## config.mk

```make
export PLATFORM = sky130hd
export DESIGN_NAME = bus_arbiter_flat
export DESIGN_NICKNAME = d
export VERILOG_FILES = /design/src/rtl/bus_arbiter_if.sv /design/src/rtl/bus_arbiter.sv /design/src/flat_wrapper.sv
export SDC_FILE = /design/constraint.sdc
export NUM_CORES = 1
export LEC_CHECK = 0
export BUFFER_PORTS_ARGS = -buffer_cell sky130_fd_sc_hd__clkbuf_2
export CORE_AREA = 8 8 112 114
export DETAILED_ROUTE_END_ITERATION = 7
export DIE_AREA = 0 0 120 122
export GPL_TIMING_DRIVEN = 0
export MAX_ROUTING_LAYER = met4
export PLACE_DENSITY = 0.6
export SETUP_SLACK_MARGIN = 0.4
export SLEW_MARGIN = 20
export SYNTH_ARGS = -nofsm -noshare
export SYNTH_HDL_FRONTEND = slang
export SYNTH_SLANG_ARGS = --single-unit
```

## constraint.sdc

```tcl
create_clock -name i_clock -period 3.19 [get_ports i_clock]
set_input_delay 0.1595 -clock i_clock [delete_from_list [all_inputs] [get_ports i_clock]]
set_output_delay 0.1595 -clock i_clock [all_outputs]
set_load 0.1 [all_outputs]
```

## src/rtl/bus_arbiter_if.sv

```systemverilog
// ----------------------------------------------------------------------------
// bus_arbiter_if
//
// Purpose : Bundles the two master-side request/ready handshakes and the
//           shared slave-side bus of the two-master memory arbiter.
//           Signal prefixes are from the arbiter's point of view
//           (i_* flows into the arbiter, o_* flows out of it).
//
// Modports:
//   slave  - arbiter view: the arbiter serves the masters' requests
//            (and drives the slave bus).
//   master - environment view: master 0/1 request ports, decoder/slave
//            completion and read data.
//
// Signals:
//   i_m0_request / i_m1_request   master request, held until ready
//   i_m0_rw      / i_m1_rw        master direction (1 = write)
//   i_m0_address / i_m1_address   master address [31:0]
//   i_m0_wdata   / i_m1_wdata     master write data [31:0]
//   o_m0_rdata   / o_m1_rdata     read data returned to the master [31:0]
//   o_m0_ready   / o_m1_ready     master transaction complete
//   o_bus_request                 request to decoder/slaves
//   o_bus_rw                      direction to slaves
//   o_bus_address                 address to slaves [31:0]
//   o_bus_wdata                   write data to slaves [31:0]
//   i_bus_rdata                   read data from slaves [31:0]
//   i_bus_ready                   slave completion (may be combinational)
// ----------------------------------------------------------------------------
interface bus_arbiter_if;
    logic        i_m0_request;
    logic        i_m0_rw;
    logic [31:0] i_m0_address;
    logic [31:0] i_m0_wdata;
    logic [31:0] o_m0_rdata;
    logic        o_m0_ready;

    logic        i_m1_request;
    logic        i_m1_rw;
    logic [31:0] i_m1_address;
    logic [31:0] i_m1_wdata;
    logic [31:0] o_m1_rdata;
    logic        o_m1_ready;

    logic        o_bus_request;
    logic        o_bus_rw;
    logic [31:0] o_bus_address;
    logic [31:0] o_bus_wdata;
    logic [31:0] i_bus_rdata;
    logic        i_bus_ready;

    modport slave (
        input  i_m0_request, i_m0_rw, i_m0_address, i_m0_wdata,
        output o_m0_rdata, o_m0_ready,
        input  i_m1_request, i_m1_rw, i_m1_address, i_m1_wdata,
        output o_m1_rdata, o_m1_ready,
        output o_bus_request, o_bus_rw, o_bus_address, o_bus_wdata,
        input  i_bus_rdata, i_bus_ready
    );

    modport master (
        output i_m0_request, i_m0_rw, i_m0_address, i_m0_wdata,
        input  o_m0_rdata, o_m0_ready,
        output i_m1_request, i_m1_rw, i_m1_address, i_m1_wdata,
        input  o_m1_rdata, o_m1_ready,
        input  o_bus_request, o_bus_rw, o_bus_address, o_bus_wdata,
        output i_bus_rdata, i_bus_ready
    );
endinterface

```

## src/rtl/bus_arbiter.sv

```systemverilog
// ----------------------------------------------------------------------------
// bus_arbiter
//
// Purpose : Shares the single SoC memory bus between master 0 (CPU) and
//           master 1 (DMA / video fetch). Round-robin grant on a tie, grant
//           held for one complete transaction, at least one idle cycle
//           between transactions.
//
// Optional feature:
//   BUS_ARBITER_TIMEOUT_EN - when defined, a 16-bit watchdog force-completes
//   a transaction (ready=1, rdata=0) on its TIMEOUT-th BUSY cycle without
//   slave ready and sets the sticky o_timeout_error flag. When undefined,
//   BUSY waits indefinitely, o_timeout_error is 0 and i_clear_error is
//   ignored.
//
// Parameters:
//   TIMEOUT          BUSY cycles before force-completion (2..65535)
//
// Ports:
//   i_clock          system clock
//   i_reset_n        asynchronous active-low reset
//   bus_if           bus_arbiter_if.slave: both master handshakes + slave bus
//   o_owner          registered grant index (0 = master 0, 1 = master 1)
//   o_busy           high while in BUSY
//   o_timeout_error  sticky watchdog flag
//   i_clear_error    synchronous clear of o_timeout_error
// ----------------------------------------------------------------------------
module bus_arbiter #(
    parameter int TIMEOUT = 1024
) (
    input  logic          i_clock,
    input  logic          i_reset_n,
    bus_arbiter_if.slave  bus_if,
    output logic          o_owner,
    output logic          o_busy,
    output logic          o_timeout_error,
    input  logic          i_clear_error
);

    typedef enum logic [0:0] {
        ST_IDLE = 1'b0,
        ST_BUSY = 1'b1
    } state_t;

    state_t r_state;
    logic   r_owner;
    logic   r_last;
    logic   r_busy;

`ifdef BUS_ARBITER_TIMEOUT_EN
    localparam logic [15:0] TIMEOUT_LAST = 16'(TIMEOUT - 1);

    logic [15:0] r_counter;
    logic        r_error;
`endif

    logic w_own_req;
    logic w_pick;
    logic w_timeout_hit;
    logic w_bus_req;
    logic w_done;
    logic w_complete;

    // ------------------------------------------------------------------------
    // Grant decision and completion conditions
    // ------------------------------------------------------------------------
    always_comb begin
        w_own_req = r_owner ? bus_if.i_m1_request : bus_if.i_m0_request;

        // Tie goes to the master that did not complete last; a lone
        // requester wins outright (m1 alone -> 1, m0 alone -> 0).
        w_pick = (bus_if.i_m0_request && bus_if.i_m1_request) ? ~r_last
                                                               : bus_if.i_m1_request;

`ifdef BUS_ARBITER_TIMEOUT_EN
        // A dropped request takes precedence: that path returns to IDLE
        // silently, so the watchdog only fires while the owner still asks.
        w_timeout_hit = (r_state == ST_BUSY) && w_own_req &&
                        !bus_if.i_bus_ready && (r_counter == TIMEOUT_LAST);
`else
        w_timeout_hit = 1'b0;
`endif

        // The forced completion cycle must not look like a real access to
        // the slaves, so the bus request is withdrawn in that cycle.
        w_bus_req  = (r_state == ST_BUSY) && w_own_req && !w_timeout_hit;
        w_done     = w_bus_req && bus_if.i_bus_ready;
        w_complete = w_done || w_timeout_hit;
    end

    // ------------------------------------------------------------------------
    // Bus-side mux: only the owner's fields, and only while requesting
    // ------------------------------------------------------------------------
    always_comb begin
        bus_if.o_bus_request = w_bus_req;
        bus_if.o_bus_rw      = 1'b0;
        bus_if.o_bus_address = '0;
        bus_if.o_bus_wdata   = '0;
        if (w_bus_req) begin
            if (r_owner) begin
                bus_if.o_bus_rw      = bus_if.i_m1_rw;
                bus_if.o_bus_address = bus_if.i_m1_address;
                bus_if.o_bus_wdata   = bus_if.i_m1_wdata;
            end else begin
                bus_if.o_bus_rw      = bus_if.i_m0_rw;
                bus_if.o_bus_address = bus_if.i_m0_address;
                bus_if.o_bus_wdata   = bus_if.i_m0_wdata;
            end
        end
    end

    // ------------------------------------------------------------------------
    // Master-side returns: non-owner always sees ready=0, rdata=0.
    // A watchdog completion returns zero data.
    // ------------------------------------------------------------------------
    always_comb begin
        bus_if.o_m0_ready = w_complete && !r_owner;
        bus_if.o_m1_ready = w_complete &&  r_owner;
        bus_if.o_m0_rdata = (w_done && !r_owner) ? bus_if.i_bus_rdata : '0;
        bus_if.o_m1_rdata = (w_done &&  r_owner) ? bus_if.i_bus_rdata : '0;
    end

    // ------------------------------------------------------------------------
    // Arbitration FSM
    // ------------------------------------------------------------------------
    always_ff @(posedge i_clock or negedge i_reset_n) begin
        if (!i_reset_n) begin
            r_state   <= ST_IDLE;
            r_owner   <= 1'b0;
            r_last    <= 1'b1;
            r_busy    <= 1'b0;
`ifdef BUS_ARBITER_TIMEOUT_EN
            r_counter <= '0;
            r_error   <= 1'b0;
`endif
        end else begin
            case (r_state)
                ST_IDLE: begin
                    if (bus_if.i_m0_request || bus_if.i_m1_request) begin
                        r_owner <= w_pick;
                        r_state <= ST_BUSY;
                        r_busy  <= 1'b1;
`ifdef BUS_ARBITER_TIMEOUT_EN
                        r_counter <= '0;
`endif
                    end
                end
                ST_BUSY: begin
                    if (!w_own_req) begin
                        // Owner abandoned the transaction: no ready, and the
                        // round-robin history is left untouched.
                        r_state <= ST_IDLE;
                        r_busy  <= 1'b0;
                    end else if (w_complete) begin
                        r_last  <= r_owner;
                        r_state <= ST_IDLE;
                        r_busy  <= 1'b0;
                    end else begin
`ifdef BUS_ARBITER_TIMEOUT_EN
                        r_counter <= r_counter + 16'd1;
`endif
                    end
                end
                default: begin
                    r_state <= ST_IDLE;
                    r_busy  <= 1'b0;
                end
            endcase

`ifdef BUS_ARBITER_TIMEOUT_EN
            // Set has priority over a simultaneous clear.
            if (w_timeout_hit) begin
                r_error <= 1'b1;
            end else if (i_clear_error) begin
                r_error <= 1'b0;
            end
`endif
        end
    end

    assign o_owner = r_owner;
    assign o_busy  = r_busy;

`ifdef BUS_ARBITER_TIMEOUT_EN
    assign o_timeout_error = r_error;
`else
    assign o_timeout_error = 1'b0;

    // Watchdog absent: the clear input and TIMEOUT have no function.
    logic w_unused_cfg;
    assign w_unused_cfg = i_clear_error | (TIMEOUT < 2);
`endif

endmodule

```

## src/flat_wrapper.sv

```systemverilog
// flat-port wrapper written by rule: the top's interface ports become plain ports
module bus_arbiter_flat 
#(
    parameter int TIMEOUT = 1024
)
  (i_clock, i_reset_n, o_owner, o_busy, o_timeout_error, i_clear_error, bus_if_i_m0_request, bus_if_i_m0_rw, bus_if_i_m0_address, bus_if_i_m0_wdata, bus_if_o_m0_rdata, bus_if_o_m0_ready, bus_if_i_m1_request, bus_if_i_m1_rw, bus_if_i_m1_address, bus_if_i_m1_wdata, bus_if_o_m1_rdata, bus_if_o_m1_ready, bus_if_o_bus_request, bus_if_o_bus_rw, bus_if_o_bus_address, bus_if_o_bus_wdata, bus_if_i_bus_rdata, bus_if_i_bus_ready);
  bus_arbiter_if bus_if_i ();
  input  logic i_clock;
  input  logic i_reset_n;
  output logic o_owner;
  output logic o_busy;
  output logic o_timeout_error;
  input  logic i_clear_error;
  input wire logic [$bits(bus_if_i.i_m0_request)-1:0] bus_if_i_m0_request;
  input wire logic [$bits(bus_if_i.i_m0_rw)-1:0] bus_if_i_m0_rw;
  input wire logic [$bits(bus_if_i.i_m0_address)-1:0] bus_if_i_m0_address;
  input wire logic [$bits(bus_if_i.i_m0_wdata)-1:0] bus_if_i_m0_wdata;
  output wire logic [$bits(bus_if_i.o_m0_rdata)-1:0] bus_if_o_m0_rdata;
  output wire logic [$bits(bus_if_i.o_m0_ready)-1:0] bus_if_o_m0_ready;
  input wire logic [$bits(bus_if_i.i_m1_request)-1:0] bus_if_i_m1_request;
  input wire logic [$bits(bus_if_i.i_m1_rw)-1:0] bus_if_i_m1_rw;
  input wire logic [$bits(bus_if_i.i_m1_address)-1:0] bus_if_i_m1_address;
  input wire logic [$bits(bus_if_i.i_m1_wdata)-1:0] bus_if_i_m1_wdata;
  output wire logic [$bits(bus_if_i.o_m1_rdata)-1:0] bus_if_o_m1_rdata;
  output wire logic [$bits(bus_if_i.o_m1_ready)-1:0] bus_if_o_m1_ready;
  output wire logic [$bits(bus_if_i.o_bus_request)-1:0] bus_if_o_bus_request;
  output wire logic [$bits(bus_if_i.o_bus_rw)-1:0] bus_if_o_bus_rw;
  output wire logic [$bits(bus_if_i.o_bus_address)-1:0] bus_if_o_bus_address;
  output wire logic [$bits(bus_if_i.o_bus_wdata)-1:0] bus_if_o_bus_wdata;
  input wire logic [$bits(bus_if_i.i_bus_rdata)-1:0] bus_if_i_bus_rdata;
  input wire logic [$bits(bus_if_i.i_bus_ready)-1:0] bus_if_i_bus_ready;
  assign bus_if_i.i_m0_request = bus_if_i_m0_request;
  assign bus_if_i.i_m0_rw = bus_if_i_m0_rw;
  assign bus_if_i.i_m0_address = bus_if_i_m0_address;
  assign bus_if_i.i_m0_wdata = bus_if_i_m0_wdata;
  assign bus_if_o_m0_rdata = bus_if_i.o_m0_rdata;
  assign bus_if_o_m0_ready = bus_if_i.o_m0_ready;
  assign bus_if_i.i_m1_request = bus_if_i_m1_request;
  assign bus_if_i.i_m1_rw = bus_if_i_m1_rw;
  assign bus_if_i.i_m1_address = bus_if_i_m1_address;
  assign bus_if_i.i_m1_wdata = bus_if_i_m1_wdata;
  assign bus_if_o_m1_rdata = bus_if_i.o_m1_rdata;
  assign bus_if_o_m1_ready = bus_if_i.o_m1_ready;
  assign bus_if_o_bus_request = bus_if_i.o_bus_request;
  assign bus_if_o_bus_rw = bus_if_i.o_bus_rw;
  assign bus_if_o_bus_address = bus_if_i.o_bus_address;
  assign bus_if_o_bus_wdata = bus_if_i.o_bus_wdata;
  assign bus_if_i.i_bus_rdata = bus_if_i_bus_rdata;
  assign bus_if_i.i_bus_ready = bus_if_i_bus_ready;
  bus_arbiter #(.TIMEOUT(TIMEOUT)) u_core (.i_clock(i_clock), .i_reset_n(i_reset_n), .bus_if(bus_if_i), .o_owner(o_owner), .o_busy(o_busy), .o_timeout_error(o_timeout_error), .i_clear_error(i_clear_error));
endmodule
```

### After elaboration in Yosys (flattened, before gate mapping)

Index checks and enable logic that the tools add are counted.

| storage, ports and cells | value |
|---|---|
| register bits | 4 |
| input port bits | 168 |
| output and inout port bits | 135 |
| word-level logic and storage cells | 36 |

| cells by class | value |
|---|---|
| equality and inequality tests | 2 |
| multiplexer cells | 18 |
| bitwise operators | 2 |
| reductions and logical operators | 10 |

Operators with widths:

| cell | number |
|---|---|
| 2-to-1 mux 32 bit | 6 |
| 2-to-1 mux 1 bit | 10 |
| logical AND 1 bit | 5 |
| case mux 1 bit (2 select lines) | 2 |
| AND reduction 2 bit | 2 |
| inequality test 3 bit, second input constant | 1 |
| AND reduction 3 bit | 1 |
| inequality test 2 x 1 -> 1 bit, second input constant | 1 |
| NOT 1 bit | 2 |
| zero test 1 bit | 1 |
| logical OR 1 bit | 1 |

### Longest topological paths before layout

| depth | value |
|---|---|
| word-level depth | 6 |
| gate-level depth with buffers | 6 |
| gate-level depth less buffers | 3 |

### Worst setup path after synthesis

Ideal clock, no wire load.

| timing path | value |
|---|---|
| path type | flip-flop to output port |
| from | register u_core.r_owner (netlist: u_core.o_owner) |
| to | output port bus_if_o_bus_request |
| arrival time | 2854 ps |
| required time | 3030 ps |
| slack | 176 ps |
| stages on the path, launching flop included | 3 |
| path buffers | 0 |
| cells stage by stage | dfrtp_1 nand2_1 a21oi_1 |

| between the ends | value |
|---|---|
| longest elaborated chain between the ends | 2 |

Ends and longest elaborated chain:

| element | line | RTL |
|---|---|---|
| start: declaration | bus_arbiter.sv:46 | `logic r_owner;` |
| start signal: assignment | bus_arbiter.sv:140 | `r_owner <= w_pick;` |
| 2-to-1 mux 1 bit | bus_arbiter.sv:68 | `w_own_req = r_owner ? bus_if.i_m1_request : bus_if.i_m0_request;` |
| logical AND 1 bit | bus_arbiter.sv:86 | `w_bus_req = (r_state == ST_BUSY) && w_own_req && !w_timeout_hit;` |
| end: declaration | flat_wrapper.sv:26 | `output wire logic [$bits(bus_if_i.o_bus_request)-1:0] bus_if_o_bus_request;` |

No other way between the ends.

### Worst setup path in the final report

| timing path | value |
|---|---|
| from | register u_core.r_state |
| to | output port bus_if_o_bus_wdata[21] |

| between the ends | value |
|---|---|
| longest elaborated chain between the ends | 2 |

Ends and longest elaborated chain:

| element | line | RTL |
|---|---|---|
| start: declaration | bus_arbiter.sv:45 | `state_t r_state;` |
| start signal: assignment | bus_arbiter.sv:128 | `r_state <= ST_IDLE;` |
| start signal: assignment | bus_arbiter.sv:141 | `r_state <= ST_BUSY;` |
| start signal: assignment | bus_arbiter.sv:152 | `r_state <= ST_IDLE;` |
| logical AND 1 bit | bus_arbiter.sv:86 |  |
| 2-to-1 mux 32 bit | bus_arbiter.sv:99 | `if (w_bus_req) begin` |
| end: declaration | flat_wrapper.sv:29 | `output wire logic [$bits(bus_if_i.o_bus_wdata)-1:0] bus_if_o_bus_wdata;` |

No other way between the ends.

==> impl_metrics.py <==
metrics = {
    "drt": {
        "top_layer": "met4",
        "wirelength_um": 11900,
        "drt-met1-wl_um": 4510,
        "wire_per_inst_um": 16.2,
        "drt-vias-per-instance": 4.48,
        "route.vias.total": 3294,
        "wl_met2_um": 6340,
        "routed-wl-met3_um": 1020,
        "dr.pass1.iters": 4,
        "drc_errors": 0,
        "drt_iter0_markers": 115,
        "antenna_left": 0,
    },
    "synth": {
        "synth_flop_cell": "dfrtp_1",
        "async_reset_ff_share_pct": 100,
        "synth_area_um2": 1970,
        "synthTopCellsByCount": "nor2_1 (82), a22oi_2 (50), nor2_2 (50)",
        "synth_top_area_share_pct": 31.8,
        "synth_top_area_cell": "a22oi_2",
        "yosys.cell_count.top_type": "nor2_1",
        "synth_enable_flop_cells": 0,
        "avgSynthCellArea_um2": 6.75,
        "synth_nets": 459,
        "seq_area_frac_synth_pct": 5.16,
        "ys_warn_count": 0,
        "synth_cells": 291,
        "synth_area_leaders": "a22oi_2 (32%), nor2_2 (16%), nor2_1 (16%), nand2_1 (6.7%), a22oi_1 (5.7%)",
        "synth_cell_types": 24,
        "synth_seq_cells": 4,
    },
    "setup_path": {
        "crit_path_start": "u_core.r_state$_DFF_PN0_",
        "r2r_start": "u_core.r_state$_DFF_PN0_",
        "crit_type": "reg2out",
        "crit_family": "buffers and inverters",
        "slowest_delay_ps": 460,
        "worst-path-buf-inv": 4,
        "cp-start-kind": "register",
        "required_ps": 3030,
        "crit_top_cell": "buf_2",
        "r2r_cells": 4,
        "path_cells": "clkinv_1 -> buf_2 -> buf_2 -> nor2_2 -> clkbuf_2",
        "end_kind": "output port",
        "worstPathArrival_ps": 2040,
        "cp_max_fo": 10,
        "cp_slowest_cell": "clkbuf_2",
        "ff2ff_setup_slack_ps": 1840,
        "r2r-end": "u_core.o_owner$_DFFE_PN0P_",
    },
    "sta": {
        "finalHoldViolCount": 0,
        "max_clock_freq_mhz": 454,
        "finalSetupViolCount": 0,
        "fin_crit_sh_pct": 69.1,
        "fin_skew_ps": 7.10,
        "rsz0062_at_grt": "false",
        "timing.final.max_slew_violations": 0,
        "tns_ps": 0,
        "worst_pin_slew_ps": 676,
        "slew_headroom_pct": 54.9,
        "min_period_ps": 2200,
    },
    "clock_network": {
        "post_cts_buffers": 0,
        "cts-hold-fix-buffers": 1,
        "clock_latency_ps": 220,
        "cts_root_buf": "clkbuf_8",
        "clock_path_buffers": 2,
        "cts_resized": 0,
        "clk_transition_reported_paths_ps": 40,
        "cts_max_level": 1,
        "clock_sinks": 4,
        "cts_tree": "yes",
        "cts_buffers": 3,
    },
    "die": {
        "initial_utilization_pct": 18.4,
        "die_area_um2": 14600,
        "coreArea_um2": 10700,
        "die_h_um": 122,
        "row_count": 38,
        "io_pins": 303,
        "dieWidth_um": 120,
    },
    "outcome": {
        "status": "completed",
    },
    "placed_design": {
        "dp.cells": 730,
        "hpwl_um": 10600,
        "dpl_cell_area_um2": 3780,
        "place_congestion": 0.907,
        "portBuffers": 299,
    },
    "global_routing": {
        "overflow": 0,
        "grt_max_degree": 11,
        "track_usage_pct": 15.1,
        "antenna_found_initial": 0,
        "grt_pass1_vias": 3610,
        "grt_first_pass_wirelength_um": 18000,
    },
    "pwr": {
        "powerDensity_nw_per_um2": 764,
        "irDropWorstVdd_mv": 0.381,
        "power.leakage_nw": 1.95,
    },
    "finish": {
        "final_nets": 764,
        "drive_gt1_share_pct": 82.0,
        "fillers": 1145,
        "fin_cells": 735,
        "antenna_cells": 0,
        "synthToLayoutAreaGrowth_pct": 95.0,
        "fin_area_um2": 3830,
    },
    "min_path": {
        "min_from": "bus_if_i_m0_request",
        "hp-class": "in2reg",
        "hold_end": "u_core.o_owner$_DFFE_PN0P_",
        "whs_path_depth": 2,
    },
    "run": {
        "maxCapViolCount": 0,
    },
}
placed cells by master (no fill, tap or decap), drive strengths merged:
cell / netlist / layout
clkbuf: 8 / 311
nor2: 132 / 132
a22oi: 65 / 65
nand2: 35 / 35
buf: 26 / 26
a21oi: 6 / 6
nand2b: 4 / 4
dfrtp: 3 / 3
inv: 2 / 2
a31oi: 2 / 2
and2: 2 / 2
clkinv: 1 / 1
nor2b: 1 / 1
o21ai: 1 / 1
nor3: 1 / 1
conb: 1 / 1
dlygate4sd3: 0 / 1
dfstp: 1 / 1
sequential cells by signal (all words and copies together), names as in the netlist:
signal,flops
u_core.r_last,1
u_core.o_busy,1
u_core.o_owner,1
u_core.r_state,1
final cells by class:
class	instances	area, µm²	share of cell area [%]
Multi-Input combinational cell	250	1740	45.3
Inverter	3	11.3	0.294
Sequential cell	4	101	2.64
Tap cell	140	175	4.57
Timing Repair Buffer	300	1510	39.3
Clock buffer	4	45.0	1.18
Buffer	34	258	6.73
how the worst max path moves through the flow:
stage                     cells after the start  slack [ps]                      to
after floorplan                               2         180    bus_if_o_bus_request
after CTS                                     5         930  bus_if_o_bus_wdata[27]
after detailed placement                      5        1170  bus_if_o_bus_wdata[24]
after global placement                        5        1160  bus_if_o_bus_wdata[30]
after global routing                          5         830  bus_if_o_bus_wdata[23]
final                                         5         990  bus_if_o_bus_wdata[21]
cells by family after synthesis:
family | after synthesis | share of synthesized area [%]
simple gates | 175 | 41.0
compound gates | 74 | 40.0
other cells | 1 | 0.191
buf+inv | 37 | 13.7
flops | 4 | 5.16
worst reg2reg max path, stage by stage (launching register included):
cell	delay, ps
dfrtp_1	420
clkinv_1	260
buf_2	300
a21oi_1	180
a31oi_1	50
where the power goes:
group	internal, mW	leakage [nW]	switching [mW]	total (mW)
Clock	0.0857	0.0228	0.0303	0.116
Sequential	0.0735	0.0451	0.0258	0.0993
Combinational	0.549	1.88	2.17	2.71
Total	0.708	1.95	2.22	2.93
metal layers:
layer,GRT usage [%],vias up
met1,15.5,1503
met2,29.5,194
met5,-,-
met4,1.17,0
li1,-,1593
met3,3.47,4
stage by stage:
step | worst slack [ps] | hold slack [ps] | utilization [%] | power, mW
after CTS | 926 | 208 | 35.8 | 2.95
final | 986 | 218 | 35.8 | 2.93
after detailed placement | 1170 | -27.8 | 35.3 | 2.83
after floorplan | 176 | -136 | - | 2.37
after global routing | 832 | 224 | 35.8 | 3.06
after global placement | 1160 | -28.8 | 35.3 | 2.80
No activity file was read; power rests on OpenSTA's default activity.
